==> src/rtl/complex_arithmetic_module.sv <==
// Four-stage pipelined Y = A*B + C*D*E + F in full-precision signed arithmetic.
// Every stage advances only on ce; rst_n clears the whole pipeline asynchronously.
module complex_arithmetic_module (
  input  logic        clk,
  input  logic        rst_n,
  input  logic        ce,
  input  logic [17:0] A,
  input  logic [7:0]  B,
  input  logic [11:0] C,
  input  logic [7:0]  D,
  input  logic [13:0] E,
  input  logic [18:0] F,
  output logic [35:0] Y
);

  // Stage 1: registered operands
  logic signed [17:0] a_q;
  logic signed [7:0]  b_q;
  logic signed [11:0] c_q;
  logic signed [7:0]  d_q;
  logic signed [13:0] e1_q;
  logic signed [18:0] f1_q;

  // Stage 2: first products, E and F carried along
  logic signed [25:0] p1_d, p1_q;
  logic signed [19:0] p2_d, p2_q;
  logic signed [13:0] e2_q;
  logic signed [18:0] f2_q;

  // Stage 3: triple product, P1 and F carried along
  logic signed [33:0] p3_d, p3_q;
  logic signed [25:0] p1_3_q;
  logic signed [18:0] f3_q;

  // Stage 4: final sum
  logic signed [35:0] y_d, y_q;

  // Operands are sign-extended to the product width so nothing is truncated.
  always_comb begin
    p1_d = 26'(a_q) * 26'(b_q);
    p2_d = 20'(c_q) * 20'(d_q);
    p3_d = 34'(p2_q) * 34'(e2_q);
    y_d  = 36'(p1_3_q) + 36'(p3_q) + 36'(f3_q);
  end

  always_ff @(posedge clk or negedge rst_n) begin
    if (!rst_n) begin
      a_q    <= '0;
      b_q    <= '0;
      c_q    <= '0;
      d_q    <= '0;
      e1_q   <= '0;
      f1_q   <= '0;
      p1_q   <= '0;
      p2_q   <= '0;
      e2_q   <= '0;
      f2_q   <= '0;
      p3_q   <= '0;
      p1_3_q <= '0;
      f3_q   <= '0;
      y_q    <= '0;
    end else if (ce) begin
      a_q    <= A;
      b_q    <= B;
      c_q    <= C;
      d_q    <= D;
      e1_q   <= E;
      f1_q   <= F;
      p1_q   <= p1_d;
      p2_q   <= p2_d;
      e2_q   <= e1_q;
      f2_q   <= f1_q;
      p3_q   <= p3_d;
      p1_3_q <= p1_q;
      f3_q   <= f2_q;
      y_q    <= y_d;
    end
  end

  assign Y = y_q;

endmodule

==> config.mk <==
export PLATFORM = sky130hd
export DESIGN_NAME = complex_arithmetic_module
export DESIGN_NICKNAME = d
export VERILOG_FILES = /design/src/rtl/complex_arithmetic_module.sv
export SDC_FILE = /design/constraint.sdc
export NUM_CORES = 2
export LEC_CHECK = 0
export CAP_MARGIN = 0
export CORE_UTILIZATION = 35
export DETAILED_ROUTE_END_ITERATION = 8
export GPL_TIMING_DRIVEN = 0
export PLACE_DENSITY = 0.51
export SYNTH_ARGS = -nofsm -noshare
export SYNTH_HDL_FRONTEND = slang
export SYNTH_SLANG_ARGS = --single-unit
export TNS_END_PERCENT = 10
==> constraint.sdc <==
create_clock -name clk -period 8 [get_ports clk]
set_input_delay 1.6 -clock clk [delete_from_list [all_inputs] [get_ports clk]]
set_output_delay 1.6 -clock clk [all_outputs]
set_load 0.05 [all_outputs]
==> key figures <==
Detailed routing
  • Starting DRT DRC Count: 1,018
  • Vias per Instance: 4.77
  • First-pass DRT Iterations: 5
  • Post-detailed-routing wire length: just over 80,000 µm
  • DRC viols: 0
  • Antenna viol nets, final: 0
  • Via count: about 20,000
  • WL/cell: 18.8 µm

Critical path
  • Crit path max fanout: 10
  • Setup crit end kind: flop
  • CP arrival: 7.88 ns
  • Startpoint Class: flop
  • Worst Path Required: around 8.4 ns
  • Worst Reg-to-Reg Cells: 21
  • Critical path class: flop to flop
  • Reg-to-reg setup timing slack: 0.54 ns

Synth
  • Ys async rst share: 1.00
  • Post-synth EDFFs: 0
  • Syn_area_per_cell: 10.4 µm²
  • Synth top area cells: fa_1, dfrtp_1, mux2_2, ha_1, inv_1
  • Synthesized flop and latch total: 273
  • Syn Inst Count: 2,981
  • Post-synth cell types: 66
  • Post-synth net total: 3,758
  • Post-synth top area share: 0.322
  • Synth warn: 0
  • Post-synth top flop: dfrtp_1
  • Seq/Total Area, Yosys: 0.221
  • Most common cell in the netlist: inv_1
  • Mapped Area: roughly 31,000 µm²
  • Largest area contributor in the netlist: fa_1
  • Most frequent cells after synthesis: inv_1, fa_1, and2_1, dfrtp_1, nand2_1

Floorplan
  • Core box area: 87,000 µm²
  • Height of the die: 299 µm
  • Full die area: ~89,000 µm²
  • Die X: 299 µm
  • Row Count: between 100 and 150
  • Initial Util: 0.355
  • I/O Pins: 118

STA
  • Unrepaired setup endpoints after global routing: no
  • Worst slew pin tran: around 1.1 ns
  • Final Slew Violations: 0
  • Relative slew slack: 0.289
  • Final Hold Fails: 0
  • Final setup fails: 0
  • Final min period: 7.46 ns
  • Tcrit/Tclk final: 0.932
  • Worst Skew: 0.0261 ns
  • Highest clock rate: 134 MHz

GRT
  • Total GRT Usage: 0.191
  • Global route overflow: 0
  • Pin count of the biggest net entering global routing: 110
  • Global-route wire length before repair: 131,000 µm
  • Vias in the first global route: ~22,000
  • Initial antenna violation count: 4

Place
  • Hpwl dp: 65,200 µm
  • Port Buffers: 116
  • Placed insts: 4,254
  • Routability cong.: 0.879

Clock tree
  • CTS tree: done
  • Inserted Clock Buffers: 36
  • CTS root buffer: clkbuf_16
  • Post-CTS sizing: 0
  • Worst skew pair latency: 0.60 ns
  • Post-CTS setup buffer count: 0
  • Clock transition at path regs: ~0.060 ns
  • Hold_buf cts: 0
  • Worst-case clock buffer depth: 3
  • CTS sink count: 273
  • H-tree depth: 2

Cells and area
  • Multi-input logic area: roughly 22,000 µm²
  • # fillers: about 8,700
  • P&R area growth vs syn: 12.4%
  • Fin nets: 3,914
  • Register Area: a little under 7000 µm²
  • Fraction of layout cells with a size suffix above 1: 0.0968
  • Fin cells: around 4,300
  • Layout Utilization: 0.399

Hold path
  • Hold WC Path Type: flop to flop
  • Hold Path Depth: 2

Job
  • Max Cap Viol: 0

Outcome
  • Status: completed
==> area by class of cell <==
cell class | count | share of cell area
antenna | 4 | 0.000289
inverter | 551 | 0.0596
clock inverter | 11 | 0.00335
sequential | 273 | 0.197
tap | 1155 | 0.0417
buffer | 107 | 0.0116
multi-input combinational | 2050 | 0.621
timing repair buffer | 118 | 0.0352
clock buffer | 50 | 0.0298
==> worst max-delay path, stage by stage (launching register included) <==
cell and delay, ns:
dfrtp_1 0.54, clkbuf_1 0.48, nand2_1 0.25, fa_1 0.58, fa_1 0.77, inv_1 0.20
fa_1 0.49, fa_1 0.51, fa_1 0.50, inv_1 0.06, fa_1 0.50, inv_1 0.04
ha_1 0.35, and3_1 0.21, clkbuf_1 0.17, and3_1 0.23, a32o_1 0.21, a41oi_1 0.28
a21oi_1 0.22, o41ai_1 0.41, xnor2_1 0.19, a21oi_1 0.09
==> registers in the layout, indices dropped and copies added, names as in the netlist, 19 cells and up <==
register,cells
Y,36
f1_q,19
f2_q,19
f3_q,19
p1_3_q,26
p1_q,26
p2_q,20
p3_q,34
==> kinds of logic (layout without fill, tap and decap cells) <==
group / count (synthesis) / count (layout) / share of synthesized area
other: 0 / 4 / 0
flip-flops: 273 / 273 / 0.221
AND/OR/NAND/NOR: 733 / 733 / 0.122
multiplexers: 231 / 231 / 0.0844
AO/OA/AOI/OAI: 291 / 291 / 0.0613
XOR/XNOR: 100 / 100 / 0.0284
adder cells (fa/ha/maj): 695 / 695 / 0.402
buffers and inverters: 658 / 837 / 0.0800
==> through the flow <==
step                hold slack [ns]  worst slack, ns  cell area (µm²)  TNS [ns]
floorplan                     0.446             1.79            30900         0
detailed placement            0.469            0.619            33500         0
finish                        0.485            0.540            34700         0
global placement              0.467            -7.68            33500  -2072.95
CTS                           0.488            0.549            34700         0
global route                  0.515           0.0710            34700         0
==> metal layers <==
metal / share of wire / vias to the layer above / GRT usage / routed length (µm)
met5: 0 / - / 0 / 0
met2: 0.45 / 333 / 0.301 / 36400
li1: - / 9627 / - / -
met1: 0.49 / 10600 / 0.274 / 39500
met4: 0.022 / 0 / 0.0445 / 1770
met3: 0.042 / 87 / 0.0304 / 3380
==> final timing paths <==
kind | endpoint | startpoint
min in group asynchronous | c_q[10] | rst_n
max in group asynchronous | p1_3_q[11] | rst_n
min reg2reg | p1_3_q[0] | p1_q[0]
max reg2reg | p3_q[33] | p2_q[19]
max | p3_q[33] | p2_q[19]
min | p1_3_q[0] | p1_q[0]
==> cell usage in the layout, fill, tap and decap left out, types with 36 or more instances in the layout <==
cell type,instances
inv_1,551
fa_1,496
and2_1,289
dfrtp_1,273
nand2_1,254
mux2_2,229
ha_1,199
clkdlybuf4s50_1,115
clkbuf_1,109
a21oi_1,92
xnor2_1,79
nor2_1,60
o21ai_0,59
nand2b_1,42
clkbuf_16,36
Power is left out: the tool's default activity adds up to more than one toggle a clock period on the data nets, which glitch-free logic cannot reach.
==> RTL edit 1 (same settings) <==
Make the reset (`rst_n`) synchronous in one clocked block. Comments in the files are not updated.
--- a/src/rtl/complex_arithmetic_module.sv
+++ b/src/rtl/complex_arithmetic_module.sv
@@ -44,5 +44,5 @@
   end
 
-  always_ff @(posedge clk or negedge rst_n) begin
+  always_ff @(posedge clk) begin
     if (!rst_n) begin
       a_q    <= '0;
Check against the original RTL: no difference found for any inputs over 4 cycles, from zero or initial values and one cycle with rst_n low; that may be too few to reach the edited logic, so the function may still have changed.
==> RTL edit 1 against the unedited design <==
- die area barely moved
- area after synthesis about the same
- highest routed layer unchanged
- routed wire length up 6.7%
- cell area down 0.28%
- clock skew decreased by 13 ps
- cell count up 6.6%
- first-iteration DRC count rose by 12%
- setup slack improved by 350 ps
- critical path type unchanged
- sequential cell count stayed put
Power is left out: it rests on default switching activity, and per cell area and clock period it moved more than threefold.
==> RTL edit 1: results (changes against the unedited design) <==
outcome complete, no violations; invs w/o clock 542 (-1.6%); Synth top cells by count inv_1 (542), fa_1 (496), and2_1 (294); Placed Area 0.0335 mm^2 (-0.19%); CP max-delay cell dfxtp_1; Async SR Flop Fraction 0% (-100 points); sequential cell area fraction in the yosys report 17.7% (-4.4 points); NonClk Buf Share 4.84% (+0.16 points); clock buf count 41 (-18%); # H-tree levels 1 (-1); multi-input gates 2324 (+13%); fin crit share 88.9% (-4.3 points); Critical Path AT 7580 ps (-300 ps); Final Cell Area 0.0346 mm^2 (-0.28%); post-synthesis net count 4050 (+7.8%); Worst path max stage delay 810 ps (+40 ps); vias per inst 4.75 (-0.34%); diode count 2 (-2); post-synthesis xor/xnor area fraction 2.75% (-0.084 points); flip-flop and latch count 273 (unchanged); GRT Overall Usage 19.8% (+0.74 points); synth top area cells fa_1 (32%), dfxtp_1 (18%), ha_1 (8.1%); Adder-Cell Fraction of Synth Area 40.3% (about the same); largest net degree at the start of global routing 18 (-84%); initial antenna violation count 3 (-1); multi-input combinational area share 66.0% (+3.9 points); Filler Cell Count 9022 (+3.7%); Setup Skew 13.5 ps (-12.6 ps); worst slew pin tran 1290 ps (+224 ps); clock network area share 3.25% (-0.067 points); ratio of cells with drive above 1 in the final layout 2.15% (-7.5 points); Non-clock buffers 251 (+12%); Min Hold Slack 462 ps (-22.8 ps); vias in the first global route 22800 (+1.7%); Seq/total area 15.8% (-3.9 points); Reg-to-Reg Start e2_q[13]$_SDFFE_PN0P_; post-DP HPWL 71500 um (+9.6%); R2R Setup Slk 890 ps (+350 ps); synth unique cells 63 (-4.5%); final layout net count 4200 (+7.3%)
-- RTL edit 1: changes by cell type in the layout (fill, tap and decap cells not counted), sizes merged, moves of 15 or more --
cell and change:
mux2 -230, xnor2 -19, o21ai +21, dfrtp -273, mux2i +202, buf +19
xor2 +16, nor2b +226, nor2 +19, dfxtp +273, o211a +15
-- RTL edit 1: worst max path at each step --
stage | start | endpoint | slack (ps) | depth (start not counted)
CTS | e2_q[13]$_SDFFE_PN0P_ | p3_q[30]$_SDFFE_PN0P_ | 840 | 21
finish | e2_q[13]$_SDFFE_PN0P_ | p3_q[30]$_SDFFE_PN0P_ | 890 | 21
detailed placement | e2_q[13]$_SDFFE_PN0P_ | p3_q[31]$_SDFFE_PN0P_ | 900 | 19
global placement | e2_q[13]$_SDFFE_PN0P_ | p3_q[30]$_SDFFE_PN0P_ | 820 | 21
global route | e2_q[13]$_SDFFE_PN0P_ | p3_q[31]$_SDFFE_PN0P_ | 440 | 19
floorplan | p2_q[19]$_SDFFE_PN0P_ | p3_q[30]$_SDFFE_PN0P_ | 1950 | 19
-- RTL edit 1: routing by layer --
| layer | GRT usage (%) | part of all wire (%) | up-vias |
|---|---|---|---|
| met1 | 29.0 | 49 | 10900 |
| met3 | 2.30 | 3.9 | 78 |
| met5 | 0 | 0 | - |
| met2 | 31.7 | 45 | 381 |
| met4 | 3.60 | 1.8 | 0 |
| li1 | - | - | 10500 |
-- RTL edit 1: stage by stage --
stage	std cells	util [%]	worst slack, ps
6_report	4604	39.7	888
5_1_grt	4602	39.7	438
4_1_cts	4602	39.7	838
3_5_place_dp	4545	38.5	900
3_3_place_gp	4545	38.5	818
2_1_floorplan	3273	-	1950
==> RTL edit 2 (same flow settings) <==
Made on the original files. Add an input register stage for `F`, with the module's reset; this delays it by one clock. The other inputs are not delayed to match.
--- a/src/rtl/complex_arithmetic_module.sv
+++ b/src/rtl/complex_arithmetic_module.sv
@@ -13,4 +13,14 @@
   output logic [35:0] Y
 );
+
+  logic [18:0] F_q;
+
+  always_ff @(posedge clk or negedge rst_n) begin
+    if (!rst_n) begin
+      F_q <= '0;
+    end else begin
+      F_q <= F;
+    end
+  end
 
   // Stage 1: registered operands
@@ -66,5 +76,5 @@
       d_q    <= D;
       e1_q   <= E;
-      f1_q   <= F;
+      f1_q   <= F_q;
       p1_q   <= p1_d;
       p2_q   <= p2_d;
Function: changed (Yosys sat finds a counterexample within 10 cycles, from zero or initial values and one cycle with rst_n low).
==> RTL edit 2 against the unedited design <==
- the flow now finishes with violations (design-rule violations)
- sequential cell count grew 19
- routed wire length decreased by 2.4%
- area after synthesis grew 1.5%
- first-iteration DRC count is essentially flat
- count of clock-buffer cells in the layout increased by 1
- cell area increased by 1.9%
- setup slack gained 100 ps
- clock skew grew 9.1 ps
- critical endpoint is now p3_q[32]$_DFFE_PN0P_
- largest cell class unchanged
- highest routed layer unchanged
Power is not shown: default switching activity piles up to over one toggle a cycle in this logic, so the estimate is an artifact.
==> RTL edit 2: results (changes against the unedited design) <==
met3 Resource Use GR 2.51% (-0.53 points); Adder-Cell Fraction of Synth Area 39.6% (-0.61 points); CTS Buf Count 38 (+5.6%); sequential cell area fraction in the yosys report 23.3% (+1.2 points); DR vias 20700 (+0.41%); met2 wire len 36400 um (about the same); mux cell area share after synthesis 8.27% (-0.17 points); initial antenna violation count 0 (-4); post-synthesis net count 3771 (+0.35%); Critical Path AT 7750 ps (-130 ps); dpl cells 4277 (+0.54%); R2R Setup Slk 640 ps (+100 ps); Setup Skew 35.3 ps (+9.15 ps); post-synthesis xor/xnor area fraction 2.77% (-0.071 points); GR met2 Demand/Resource 29.6% (-0.52 points); synth top area cells fa_1 (32%), dfrtp_1 (23%), mux2_2 (8.2%); ratio of cells with drive above 1 in the final layout 10.1% (+0.37 points); failing checks design-rule violations; first-pass GRT wire length 129000 um (-1.3%); DRT Pass-1 Iters 9 (+4); outcome finished, violations left; compound-gate portion of the synthesized area 6.04% (-0.093 points); Avg WL per Cell 18.2 um (-3.0%); met1 Usage GRT 26.5% (-0.88 points); final layout net count 3929 (+0.38%); GRT Overall Usage 18.5% (-0.63 points); WL final 79100 um (-2.4%); slew margin rel. 17.7% (-11 points); Filler Cell Count 8819 (+1.4%); Worst path max stage delay 580 ps (-190 ps); post-DP HPWL 64400 um (-1.2%); vias in the first global route 22500 (+0.16%); synth unique cells 61 (-7.6%); Placer Congestion 0.875 (-0.41%); Synth top cells by count inv_1 (559), fa_1 (496), dfrtp_1 (292); WL met1 38000 um (-3.9%); Residual DRC 11 (+11); diode count 0 (-4); largest net degree at the start of global routing 109 (-0.91%); cell count after synthesis 2994 (+0.44%); routed length on met3 3280 um (-3.2%)
-- RTL edit 2: cell types whose count changed after synthesis, sizes merged, moves of 6 or more --
cell    delta
inv        +8
or2        +8
nor2       +6
a21oi     -15
dfrtp     +19
clkbuf     -8
nand2     -16
-- RTL edit 2: final cells by class --
type	instances	area share (%)
Sequential cell	292	20.7
Clock buffer	51	3.08
Clock inverter	19	0.666
Tap cell	1165	4.13
Buffer	102	1.08
Timing Repair Buffer	118	3.46
Inverter	559	5.94
Multi-Input combinational cell	2041	61.0
-- RTL edit 2: final timing paths --
path                                      startpoint              endpoint  cells after the start
worst max-delay path            e2_q[13]$_DFFE_PN0P_  p3_q[32]$_DFFE_PN0P_                     22
worst min-delay path             f2_q[0]$_DFFE_PN0P_   f3_q[0]$_DFFE_PN0P_                      2
worst max register to register  e2_q[13]$_DFFE_PN0P_  p3_q[32]$_DFFE_PN0P_                     22
worst min register to register   f2_q[0]$_DFFE_PN0P_   f3_q[0]$_DFFE_PN0P_                      2
max in group asynchronous                      rst_n    c_q[2]$_DFFE_PN0P_                      2
min in group asynchronous                      rst_n    b_q[4]$_DFFE_PN0P_                      1
-- RTL edit 2: per-stage QoR --
stage	hold slack (ps)	worst slack, ps	instance area [um^2]
floorplan	446	1780	31300
global placement	459	-8290	34000
detailed placement	465	745	34000
CTS	478	682	35300
global route	488	273	35300
finish	473	640	35300
-- RTL edit 2: worst reg2reg max path: cells and delay by family (launching register included) --
family,cells,cell delay (ps)
AOI/OAI and AO/OA,6,1290
xor gates and xnor gates,1,180
adders and majority gates,7,3150
buffers and inverters,4,1000
DFF,1,580
and+or+nand+nor,4,970
